`src/rtl/fir_tap_sequencer.sv`:
```
// Control sequencer for a symmetric FIR filter. Each sample is shifted in, the MAC walks the tap pairs, the pipeline is drained, and then the result is flagged.
// Defining FIR_SEQ_OVERRUN_CNT_EN adds overrun_cnt, an 8-bit saturating count of dropped samples.
module fir_tap_sequencer #(
  parameter int NTAPS   = 102,
  parameter int MAC_LAT = 3
) (
  input  logic                       clk,
  input  logic                       rst,
  input  logic                       sample_valid,
  output logic                       shift_en,
  output logic [$clog2(NTAPS)-1:0]   tap_a,
  output logic [$clog2(NTAPS)-1:0]   tap_b,
  output logic [$clog2(NTAPS/2)-1:0] coef_addr,
  output logic                       acc_clr,
  output logic                       acc_en,
  output logic                       out_valid,
  output logic                       busy,
`ifdef FIR_SEQ_OVERRUN_CNT_EN
  output logic [7:0]                 overrun_cnt,
`endif
  output logic                       overrun
);

  localparam int AW   = $clog2(NTAPS);
  localparam int CW   = $clog2(NTAPS/2);
  localparam int HALF = NTAPS/2;

  localparam logic [CW-1:0] K_LAST   = CW'(HALF-1);
  localparam logic [AW-1:0] TAP_LAST = AW'(NTAPS-1);
  localparam logic [3:0]    F_LAST   = 4'(MAC_LAT-1);

  typedef enum logic [2:0] {IDLE, SHIFT, MAC, FLUSH, DONE} state_t;

  state_t        state_q, state_d;
  logic [CW-1:0] k_q, k_d;
  logic [3:0]    fcnt_q, fcnt_d;

  logic          shift_en_q, shift_en_d;
  logic [AW-1:0] tap_a_q, tap_a_d;
  logic [AW-1:0] tap_b_q, tap_b_d;
  logic [CW-1:0] coef_addr_q, coef_addr_d;
  logic          acc_clr_q, acc_clr_d;
  logic          acc_en_q, acc_en_d;
  logic          out_valid_q, out_valid_d;
  logic          busy_q, busy_d;
  logic          overrun_q, overrun_d;
  logic          in_mac;

  always_comb begin
    state_d = state_q;
    k_d     = k_q;
    fcnt_d  = fcnt_q;
    unique case (state_q)
      IDLE:  if (sample_valid) state_d = SHIFT;
      SHIFT: begin
        state_d = MAC;
        k_d     = '0;
      end
      MAC: begin
        if (k_q == K_LAST) begin
          state_d = FLUSH;
          k_d     = '0;
          fcnt_d  = '0;
        end else begin
          k_d = k_q + 1'b1;
        end
      end
      FLUSH: begin
        if (fcnt_q == F_LAST) state_d = DONE;
        else                  fcnt_d  = fcnt_q + 1'b1;
      end
      DONE:    state_d = sample_valid ? SHIFT : IDLE;
      default: state_d = IDLE;
    endcase
  end

  // Outputs are decoded from the next state so the registered copies line up with the state they describe.
  always_comb begin
    in_mac      = (state_d == MAC);
    shift_en_d  = (state_d == SHIFT);
    acc_en_d    = in_mac;
    acc_clr_d   = in_mac && (k_d == '0);
    tap_a_d     = in_mac ? AW'(k_d) : '0;
    tap_b_d     = in_mac ? (TAP_LAST - AW'(k_d)) : TAP_LAST;
    coef_addr_d = in_mac ? k_d : '0;
    out_valid_d = (state_d == DONE);
    busy_d      = (state_d != IDLE);
    overrun_d   = sample_valid && (state_q inside {SHIFT, MAC, FLUSH});
  end

  always_ff @(posedge clk or posedge rst) begin
    if (rst) begin
      state_q     <= IDLE;
      k_q         <= '0;
      fcnt_q      <= '0;
      shift_en_q  <= 1'b0;
      tap_a_q     <= '0;
      tap_b_q     <= TAP_LAST;
      coef_addr_q <= '0;
      acc_clr_q   <= 1'b0;
      acc_en_q    <= 1'b0;
      out_valid_q <= 1'b0;
      busy_q      <= 1'b0;
      overrun_q   <= 1'b0;
    end else begin
      state_q     <= state_d;
      k_q         <= k_d;
      fcnt_q      <= fcnt_d;
      shift_en_q  <= shift_en_d;
      tap_a_q     <= tap_a_d;
      tap_b_q     <= tap_b_d;
      coef_addr_q <= coef_addr_d;
      acc_clr_q   <= acc_clr_d;
      acc_en_q    <= acc_en_d;
      out_valid_q <= out_valid_d;
      busy_q      <= busy_d;
      overrun_q   <= overrun_d;
    end
  end

  assign shift_en  = shift_en_q;
  assign tap_a     = tap_a_q;
  assign tap_b     = tap_b_q;
  assign coef_addr = coef_addr_q;
  assign acc_clr   = acc_clr_q;
  assign acc_en    = acc_en_q;
  assign out_valid = out_valid_q;
  assign busy      = busy_q;
  assign overrun   = overrun_q;

`ifdef FIR_SEQ_OVERRUN_CNT_EN
  logic [7:0] overrun_cnt_q, overrun_cnt_d;

  always_comb begin
    overrun_cnt_d = overrun_cnt_q;
    if (overrun_d && (overrun_cnt_q != 8'hFF)) overrun_cnt_d = overrun_cnt_q + 8'd1;
  end

  always_ff @(posedge clk or posedge rst) begin
    if (rst) overrun_cnt_q <= '0;
    else     overrun_cnt_q <= overrun_cnt_d;
  end

  assign overrun_cnt = overrun_cnt_q;
`endif

endmodule

```
`config.mk`:
```
export PLATFORM = sky130hd
export DESIGN_NAME = fir_tap_sequencer
export DESIGN_NICKNAME = d
export VERILOG_FILES = /design/src/rtl/fir_tap_sequencer.sv
export SDC_FILE = /design/constraint.sdc
export NUM_CORES = 1
export LEC_CHECK = 0
export CAP_MARGIN = 20
export CORE_MARGIN = 2
export CORE_UTILIZATION = 45
export DETAILED_ROUTE_END_ITERATION = 10
export GPL_ROUTABILITY_DRIVEN = 0
export PLACE_DENSITY = 0.85
export SLEW_MARGIN = 20
export SYNTH_ARGS = -nofsm -noshare
export SYNTH_HDL_FRONTEND = slang
export SYNTH_SLANG_ARGS = --single-unit
```
`constraint.sdc`:
```
create_clock -name clk -period 2.05 [get_ports clk]
set_input_delay 0.615 -clock clk [delete_from_list [all_inputs] [get_ports clk]]
set_output_delay 0.615 -clock clk [all_outputs]
set_load 0.02 [all_outputs]
```
======== Word level (Yosys, flattened, before mapping) ========
Cells that the tools add are included.
storage, ports and cells
  flip-flop bits (word level) ............. 38
  input bits .............................. 3
  RAM bits ................................ 0
  word-level logic and storage cells ...... 47
  bits in latches ......................... 0
  ROM bits ................................ 0
  output and inout bits ................... 26
  memories ................................ 0
operators by class
  order comparisons ....................... 0
  reductions and logical operators ........ 8
  $add $sub $neg .......................... 3
  equal/unequal tests ..................... 11
  div/mod/pow operators ................... 0
  multiplexer cells ....................... 13
  multipliers ............................. 0
  shift-type cells ........................ 0
  bitwise gates (word level) .............. 0
operator list
  kind                                                                   count
  6-bit 2-to-1 mux                                                       3
  3-bit one-hot mux with 5 select lines                                  1
  6-bit one-hot mux with 2 select lines                                  1
  3-bit by 2-bit equality test with 1-bit output, second input constant  3
  3-bit 2-to-1 mux                                                       3
  4-bit 2-to-1 mux                                                       2
  4-bit one-hot mux with 2 select lines                                  1
  7-bit 2-to-1 mux                                                       1
  7-bit by 6-bit subtractor with 7-bit output, first input constant      1
  6-bit by 1-bit adder with 6-bit output, second input constant          1
  3-bit by 1-bit equality test with 1-bit output, second input constant  2
  3-bit equality test, second input constant                             2
  6-bit equality test, second input constant                             1
  6-bit logical NOT                                                      1
  3-bit nonzero test                                                     2
  4-bit by 1-bit adder with 4-bit output, second input constant          1
  4-bit by 2-bit equality test with 1-bit output, second input constant  1
  2-bit inequality test, second input constant                           2
  3-bit logical NOT                                                      1
  3-bit AND reduction                                                    1
  1-bit logical AND                                                      2
  2-bit nonzero test                                                     1
  1-bit 2-to-1 mux                                                       1

======== Logic depth before layout (Yosys ltp) ========
  word-level depth ........................ 5
  depth in mapped cells ................... 8
  depth with buffers taken out ............ 8

======== Least setup slack after synthesis ========
Ideal clock, no wire load.
  kind .................................... reg2reg
  start ................................... reg k_q[0]
  end ..................................... reg tap_b_q[5], in the netlist tap_b[5]
  required time ........................... 1.960 ns
  setup time .............................. 0.090 ns
  arrival time ............................ 1.920 ns
  path buffers ............................ 0
  stages on the path, launching flop included .. 9
  slack ................................... 0.040 ns
  period minus slack after synthesis ...... 2.010 ns
  cell sequence ........................... dfrtp_1 inv_1 ha_1 nand4b_2 o21bai_1 o2bb2ai_1 ha_1 a2111oi_0 o21ai_1
on the way
  longest elaborated chain between the ends .. 5
  elaborated cells between the ends (all ways) .. 9
  those cells by class .................... 2 x add/sub; 2 x eq/ne; 5 x mux
RTL lines
  element                                                                        RTL line  RTL
  start, declared                                                                35        logic [CW-1:0] k_q, k_d;
  start signal, assigned                                                         107       k_q <= k_d;
  6-bit by 1-bit adder with 6-bit output or 6-bit equality test (tied branches)  65, 60
  6-bit 2-to-1 mux (*)                                                           60        if (k_q == K_LAST) begin
  6-bit one-hot mux with 2 select lines (*)                                      53        unique case (state_q)
  named net k_d[1]                                                               35
  7-bit by 6-bit subtractor with 7-bit output (*)                                84        tap_b_d = in_mac ? (TAP_LAST - AW'(k_d)) : TAP_LAST;
  7-bit 2-to-1 mux (*)                                                           84
  named net tap_b_d[5]                                                           40        logic [AW-1:0] tap_b_q, tap_b_d;
  end signal, assigned                                                           111       tap_b_q <= tap_b_d;
  end, declared                                                                  40
The timed path passes the listed nets; every way through them passes the cells marked *.
A chain may end at the register's enable or synchronous reset.

======== Worst setup path in the final report ========
Ends and elaborated chain as after synthesis.

==> metrics.md <==
| Metric | Value |
|---|---|
| Post-synth top area share | `45.7%` |
| Endpoints failing hold | `0` |
| VDD IR-drop max | `0.000392 V` |
| CP peak stage delay | `0.43 ns` |
| Grt peak-use layer | `met2` |
| Synth Flop Type | `dfrtp_1` |
| Die X | `61.3 um` |
| DR DRC count | `0` |
| Syn_area_per_cell | `10.6 um^2` |
| Synth async-reset ratio | `100%` |
| CP Max Fanout | `6` |
| Finished Cell Area | `1880 um^2` |
| PD cells | `532 nW/um^2` |
| Setup WS post-layout | `0.0601 ns` |
| Min cycle time layout | `1.99 ns` |
| Grt met3 use | `6.30%` |
| Routed Antenna Nets | `0` |
| Register area share after synthesis | `52.8%` |
| Fin util | `61.1%` |
| Largest net degree at the start of global routing | `32` |
| Synth area leaders | `dfrtp_1 (46%), dfstp_2 (7.1%), nand2_1 (4.3%)` |
| Critical setup path kind | `flop to flop` |
| 1st-iter DRT viols | `10` |
| Fill cell count | `246` |
| WP buf/inv | `1` |
| Area of the multi-input gates | `596 um^2` |
| Met1 Usage GRT | `18.6%` |
| Post-CTS Setup Bufs | `0` |
| Initial antenna violation count | `0` |
| FF+latch count, synth | `31` |
| Worst setup EP type | `flop` |
| Startpoint Class | `flop` |
| Gr usage total | `16.6%` |
| Most frequent cell after synthesis | `dfrtp_1` |
| Non-Filler Instances | `218` |
| Vias in the first global route | `1017` |
| Logic gate share of total power | `2.2%` |
| Synthesized net count | `147` |
| Worst-path clk slew | `0.09 ns` |
| Post-synth top cells | `dfrtp_1 (27), nand2_1 (17), inv_1 (11), buf_4 (8), nor2_1 (8)` |
| CP required | `2.32 ns` |
| Post-placement worst setup slack | `0.0221 ns` |
| WHS | `0.540 ns` |
| First-pass GRT wire length | `4430 um` |
| FF/Latch Area | `781 um^2` |
| Reg power frac | `61.3%` |
| Final Cycle Share | `97.1%` |
| Pleak | `0.844 nW` |
| Cell Int Power | `0.785 mW` |
| Pins Over Slew Limit | `0` |
| Routed vias | `1082` |
| Row count | `20` |
| Ordered cell list for the critical path | `inv_1 > ha_1 > nand4b_4 > o21ba_4 > a221o_1 > o311a_1 > o21ai_1` |
| Worst Path Arrival | `2.26 ns` |
| Placed Cells | `210` |
| Die H | `61.3 um` |
| H-tree Lvls | `2` |
| Synthesis Warnings | `0` |
| Total iterations of the first detailed-routing run | `4` |
| Starting Density | `48.0%` |
| Clk sinks | `31` |
| Max Clk Rate | `503 MHz` |
| Psw | `0.215 mW` |
| Diodes inserted | `0` |
| I/O pins | `29` |
| Cell taking the most area after synthesis | `dfrtp_1` |
| Max Root-Sink Buffers | `2` |
| Met2 GRT Util | `27.4%` |
| Count of final setup violators | `0` |
| Delay-heaviest family, CP | `compound AO/OA/AOI/OAI gates` |
| Wirelength, routed | `2730 um` |
| Dpl hpwl | `2030 um` |
| Die ar. | `3760 um^2` |
| RSZ-0062 raised after global routing | `true` |
| Skew-Pair Late Insertion Delay | `0.33 ns` |
| Synthesized area | `1480 um^2` |
| Clock power share | `36.5%` |
| Status | `finished clean` |
| DR vias/cell | `4.96` |
| CTS root buffer | `clkbuf_4` |
| Placed cell area | `1790 um^2` |
| Crit-path slowest cell | `a221o_1` |
| Global route overflow | `0` |
| Share of cells above drive strength 1 | `20.1%` |
| Number of synthesized flops with an enable pin | `0` |
| Clock skew | `0.00982 ns` |
| Synthesized netlist cell count | `139` |
| Core area | `3080 um^2` |
| TritonCTS buffer count | `5` |
| Type of the most critical hold path | `flop to flop` |
| Port bufs | `27` |
| Per-cell routed wire length | `12.5 um` |
| Netlist cell types | `44` |
| Layout area overhead | `27.3%` |
| TritonCTS clock tree | `built` |
| Layout Nets | `181` |
| Max-cap viol count | `0` |
| Switch share | `21.5%` |
state kept, by name (all words and copies together), names as in the netlist:
register and flops:
coef_addr 6, k_q 6, tap_b 6, fcnt_q 4, state_q 3, acc_clr 1
acc_en 1, busy 1, out_valid 1, overrun 1, shift_en 1
worst reg2reg max path, cell delays in order (launching register included):
cell	delay, ns
dfrtp_1	0.39
inv_1	0.07
ha_1	0.19
nand4b_4	0.13
o21ba_4	0.24
a221o_1	0.43
o311a_1	0.36
o21ai_1	0.12
worst paths after layout:
check                                 start                    to  slack [ns]  cells past startpoint
max in group asynchronous               rst    tap_b[2]$_DFF_PP1_        1.09                      3
min reg2reg                k_q[0]$_DFF_PP0_    tap_b[0]$_DFF_PP1_        0.54                      2
min                        k_q[0]$_DFF_PP0_    tap_b[0]$_DFF_PP1_        0.54                      2
max                        k_q[0]$_DFF_PP0_    tap_b[5]$_DFF_PP1_        0.06                      7
max reg2reg                k_q[0]$_DFF_PP0_    tap_b[5]$_DFF_PP1_        0.06                      7
min in group asynchronous               rst  state_q[0]$_DFF_PP0_        0.64                      3
placed cells by master (no fill, tap or decap), types with 2 or more instances in the layout:
cell type / Yosys / final
nand2_1: 17 / 17
dfstp_2: 4 / 4
inv_1: 11 / 11
dfrtp_1: 27 / 27
a211o_1: 2 / 2
nor2_1: 8 / 8
xnor2_1: 2 / 2
nor3_1: 6 / 6
a21o_1: 2 / 2
xor2_1: 2 / 2
buf_4: 8 / 11
a21oi_1: 4 / 4
dlygate4sd2_1: 0 / 4
ha_2: 0 / 2
o21ai_1: 3 / 3
nand3b_1: 2 / 2
clkdlybuf4s50_1: 0 / 23
o22ai_1: 3 / 3
ha_1: 5 / 3
nand3_1: 4 / 4
o21ai_0: 3 / 3
clkbuf_4: 0 / 5
power groups by stage:
stage / combinational [mW] / clock, mW / sequential, mW
2_1_floorplan: 0.0127 / 0 / 0.626
3_5_place_dp: 0.0235 / 0 / 0.624
5_1_grt: 0.0257 / 0.413 / 0.613
3_3_place_gp: 0.0227 / 0 / 0.624
4_1_cts: 0.0235 / 0.380 / 0.613
6_report: 0.0222 / 0.365 / 0.613
layout make-up:
cell class | count | area share [%]
clock buffers | 7 | 2.93
clock inverters | 1 | 0.266
inverters | 11 | 2.20
multi-input cells | 86 | 31.7
flip-flops and latches | 31 | 41.5
well taps | 44 | 2.93
repair buffers | 38 | 18.5
through the flow:
step | total power [mW] | setup TNS [ns]
4_1_cts | 1.02 | 0
5_1_grt | 1.05 | -0.0668
6_report | 1.00 | 0
3_5_place_dp | 0.648 | 0
2_1_floorplan | 0.639 | 0
3_3_place_gp | 0.647 | 0
repair_timing:
action                     4_1_cts  5_1_grt
setup endpoints to repair        4        3
hold buffers                     0        0
pin swaps                        0        1
gates cloned                     0        0
hold endpoints to repair         0        0
gates resized for setup          4        7
kinds of logic (layout without fill, tap and decap cells):
group / after synthesis / count (layout) / share of synthesized area, %
multiplexers: 1 / 1 / 0.677
AO/OA/AOI/OAI: 26 / 26 / 12.7
AND/OR/NAND/NOR: 49 / 49 / 18.0
other: 1 / 1 / 0.254
XOR/XNOR: 4 / 4 / 2.37
buffers and inverters: 22 / 57 / 8.97
flip-flops: 31 / 31 / 52.8
adder cells (fa/ha/maj): 5 / 5 / 4.23
metal layers:
layer / vias up / wire length (um)
li1: 537 / -
met1: 508 / 1140
met2: 29 / 1360
met3: 8 / 160
met4: 0 / 70
met5: - / 0
(Power assumes the default switching activity.)
==> RTL edit 1: new RTL, same flow settings <==
The parameter `NTAPS` goes from 102 to 51.
--- a/src/rtl/fir_tap_sequencer.sv
+++ b/src/rtl/fir_tap_sequencer.sv
@@ -1,7 +1,7 @@
 // Control sequencer for a symmetric FIR filter. Each sample is shifted in, the MAC walks the tap pairs, the pipeline is drained, and then the result is flagged.
 // Defining FIR_SEQ_OVERRUN_CNT_EN adds overrun_cnt, an 8-bit saturating count of dropped samples.
 module fir_tap_sequencer #(
-  parameter int NTAPS   = 102,
+  parameter int NTAPS   = 51,
   parameter int MAC_LAT = 3
 ) (
   input  logic                       clk,
Interface: changed (resized coef_addr, tap_a and tap_b); port bits go from 29 to 26. The function was not compared with the original's and may differ.
==> RTL edit 1 against the original RTL <==
Critical path type unchanged; routed wire length up 7.2%; area after synthesis up 2.4%; sequential share of layout area down 3.2 points; critical path depth up 3; design area down 1.9%; global-route usage up 0.48 points; non-clock buffer count down 4; critical endpoint is now tap_b[4]; worst setup slack worse by 41 ps; sequential cell count down 3; final cell count up 3.7%.
Power is not compared: it rests on default switching activity, and its combinational part moved more than twofold at a synthesized area within 25%.
==> RTL edit 1: results <==
export IMPL_cts_sinks=28
export IMPL_synth_distinct_cells=40
export IMPL_grtUsageTotal_pct=17.1
export IMPL_met1_usage_pct=21.1
export IMPL_bufAreaShareNonClock_pct=16.9
export IMPL_hold_slack_ps=559
export IMPL_path_clk_slew_ps=140
export IMPL_signal_buffers=34
export IMPL_io_buffers=24
export IMPL_wl_met3_um=118
export IMPL_wl_met1_mm=1.26
export IMPL_multi_input_cells=103
export IMPL_synth_nets=164
export IMPL_seq_share_pct=38.3
export IMPL_wl_met2_mm=1.51
export IMPL_clock_area_share_pct=1.97
export IMPL_grt_pass1_wl_mm=4.75
export IMPL_fmax_ghz=0.492
export IMPL_hp_start="fcnt_q[0]"
export IMPL_nClkBuffers=4
export IMPL_multi_input_area_um2=691
export IMPL_grt_pass1_vias=1040
export IMPL_status="finished clean"
export IMPL_drive_above_1_share_pct=18.9
export IMPL_vias=1135
export IMPL_synthTopCellsByCount="dfrtp_1 (25), nor2_1 (19), nand2_1 (15), inv_1 (11), buf_4 (9)"
export IMPL_multi_input_area_share_pct=37.4
export IMPL_cp_data_arrival_time_ps=2310
export IMPL_ys_seq_area_share_pct=46.6
export IMPL_drtIter0Drc=65
export IMPL_crit_end="tap_b[4]"
export IMPL_clock_skew_ps=5.46
export IMPL_place_ws_ps=21.3
export IMPL_reg2reg_to="tap_b[4]"
export IMPL_grt_max_degree=29
export IMPL_use_met3_pct=2.69
export IMPL_cp_max_fo=2
-- RTL edit 1: kinds of logic (layout without fill, tap and decap cells) --
group | Yosys count | count (layout) | synth area share [%]
AO/OA/AOI/OAI | 22 | 22 | 9.84
buffers and inverters | 24 | 49 | 8.93
other | 1 | 1 | 0.248
AND/OR/NAND/NOR | 66 | 66 | 24.6
adder cells (fa/ha/maj) | 6 | 6 | 4.96
multiplexers | 2 | 2 | 1.32
XOR/XNOR | 6 | 6 | 3.47
flip-flops | 28 | 28 | 46.6
-- RTL edit 1: report_power, final --
part / leakage (uW) / internal, uW / switching, uW
registers: 0.000354 / 709 / 119
clock network: 0.0000210 / 109 / 157
logic: 0.000473 / 658 / 780
-- RTL edit 1: metrics by stage --
step | setup TNS (ps) | std cells
floorplan | -42.3 | 155
global placement | 0 | 220
detailed placement | 0 | 220
CTS | 0 | 226
global route | -49.3 | 226
finish | 0 | 226
==> RTL edit 2: new RTL, same flow settings <==
Without the edit above. Register the output `acc_clr` once more, cleared by the reset; this adds one clock of latency there. The other outputs are not delayed to match.
--- a/src/rtl/fir_tap_sequencer.sv
+++ b/src/rtl/fir_tap_sequencer.sv
@@ -122,7 +122,13 @@
   assign tap_a     = tap_a_q;
   assign tap_b     = tap_b_q;
   assign coef_addr = coef_addr_q;
-  assign acc_clr   = acc_clr_q;
+  always_ff @(posedge clk or posedge rst) begin
+    if (rst) begin
+      acc_clr <= '0;
+    end else begin
+      acc_clr <= acc_clr_q;
+    end
+  end
   assign acc_en    = acc_en_q;
   assign out_valid = out_valid_q;
   assign busy      = busy_q;
Function: changed (Yosys sat finds a counterexample within 4 cycles, from zero or initial values and one cycle with rst high).
==> RTL edit 2 against the original RTL <==
Design area increased by 2.3%; die area is 1.6% higher; total power grew 3.0%; sequential cell count increased by 1; critical path depth is 1 higher; clock skew down 3.5 ps; routed wire length rose by 15%; worst setup slack got worse by 9.2 ps; via count up 7.6%; area after synthesis increased by 1.7%.
==> RTL edit 2: results <==
export IMPL_status="finished clean"
export IMPL_path_clk_slew_ps=100
export IMPL_leakagePower_uw=0.000847
export IMPL_clock_skew_ps=6.29
export IMPL_reg2reg_depth=8
export IMPL_h_tree_depth=2
export IMPL_r2r_start="k_q[0]"
export IMPL_firstDrtPassIters=4
export IMPL_synth_fa_ha_area_share_pct=4.16
export IMPL_synth_compound_area_share_pct=12.5
export IMPL_ys_seq_area_share_pct=53.6
export IMPL_synth_edf_count=0
export IMPL_min_to="acc_clr"
export IMPL_r2r_setup_slack_ps=50
export IMPL_grt_pass1_wl_mm=4.95
export IMPL_viasPerCell=5.32
export IMPL_nets=182
export IMPL_clock_path_buffers=2
export IMPL_cp_data_arrival_time_ps=2270
export IMPL_place_hpwl_mm=2.24
export IMPL_nFillCells=289
export IMPL_synth_area_leaders="dfrtp_1 (47%), dfstp_2 (7.0%), nand2_1 (4.2%)"
export IMPL_synthArstFlopShare_pct=100
export IMPL_grt_antenna_before_repair=0
export IMPL_wl_per_cell_um=14.4
export IMPL_synth_area_leader_cell="dfrtp_1"
export IMPL_synth_nets=148
export IMPL_grt_pass1_vias=1176
export IMPL_ir_drop_uv=382
export IMPL_drive_above_1_share_pct=22.3
export IMPL_cts_root_buf="clkbuf_4"
export IMPL_synthTopCellsByCount="dfrtp_1 (28), nand2_1 (17), inv_1 (11), buf_4 (8), nor2_1 (8)"
export IMPL_synthMuxAreaShare_pct=0.666
export IMPL_io_buffers=27
export IMPL_hp_start="acc_clr_q"
export IMPL_cp_max_fo=6
export IMPL_reg2reg_to="tap_b[5]"
export IMPL_synth_xor_xnor_area_share_pct=2.33
export IMPL_synth_distinct_cells=44
export IMPL_num_antenna_cells=0
export IMPL_grtUsageTotal_pct=18.3
export IMPL_cts_buffers=5
export IMPL_grt_max_degree=33
export IMPL_drtIter0Drc=32
export IMPL_yosysWarnings=0
export IMPL_relSlewSlack_pct=61.6
export IMPL_min_path_cells=0
export IMPL_insertion_delay_ps=330
export IMPL_hold_class="reg -> reg"
==> RTL edit 2: worst max-delay path, stage by stage, from the launching register on <==
cell,delay (ps)
dfrtp_1,360
buf_4,150
ha_2,220
inv_1,100
a211oi_2,280
o22ai_1,140
ha_2,210
o311a_1,350
o21ai_1,130
==> RTL edit 2: logic make-up after synthesis <==
logic type               Yosys count
multiplexers                       1
buffers and inverters             22
adder cells (fa/ha/maj)            5
XOR/XNOR                           4
other                              1
AND/OR/NAND/NOR                   49
AO/OA/AOI/OAI                     26
flip-flops                        32
==> RTL edit 2: how the worst max path moves through the flow <==
stage	start	endpoint	slack, ps	cells after the start
after floorplan	k_q[0]	tap_b[5]	40	8
after detailed placement	k_q[0]	tap_b[5]	-30	8
final	k_q[0]	tap_b[5]	50	8
after CTS	state_q[0]	tap_b[4]	30	6
after global routing	k_q[0]	acc_clr_q	-20	7
after global placement	k_q[0]	tap_b[5]	100	8
==> RTL edit 2: area by class of cell <==
class / instances / share of cell area, %
well taps: 44 / 2.86
flip-flops and latches: 32 / 42.0
repair buffers: 38 / 18.1
multi-input cells: 86 / 31.9
inverters: 11 / 2.15
clock buffers: 8 / 3.06
==> RTL edit 2: report_power, final <==
group          leakage (uW)  internal [uW]  total, uW  switching, uW
Combinational      0.000427           6.94       23.0           16.1
Sequential         0.000388            632        632          0.259
Clock             0.0000326            169        374            205
==> RTL edit 2: what timing repair did <==
action	in CTS	in global routing
setup buffers	0	2
pin swaps	0	3
setup endpoints to repair	5	4
resized for setup	7	10
==> RTL edit 2: metrics by stage <==
stage | instances | setup slack [ps] | area (um^2) | hold slack (ps)
after floorplan | 140 | 39.7 | 1500 | 331
after global placement | 209 | 96.7 | 1800 | 332
after global routing | 219 | -24.3 | 1920 | 381
final | 219 | 50.9 | 1920 | 361
after detailed placement | 209 | -29.7 | 1800 | 346
after CTS | 217 | 26.6 | 1870 | 368
==> RTL edit 2: layer usage <==
layer	wire (um)	GRT usage (%)	share of wire (%)
met1	1250	18.4	40
met2	1720	35.3	55
met3	142	6.83	4.5
met4	31	4.56	0.99
met5	0	0	0
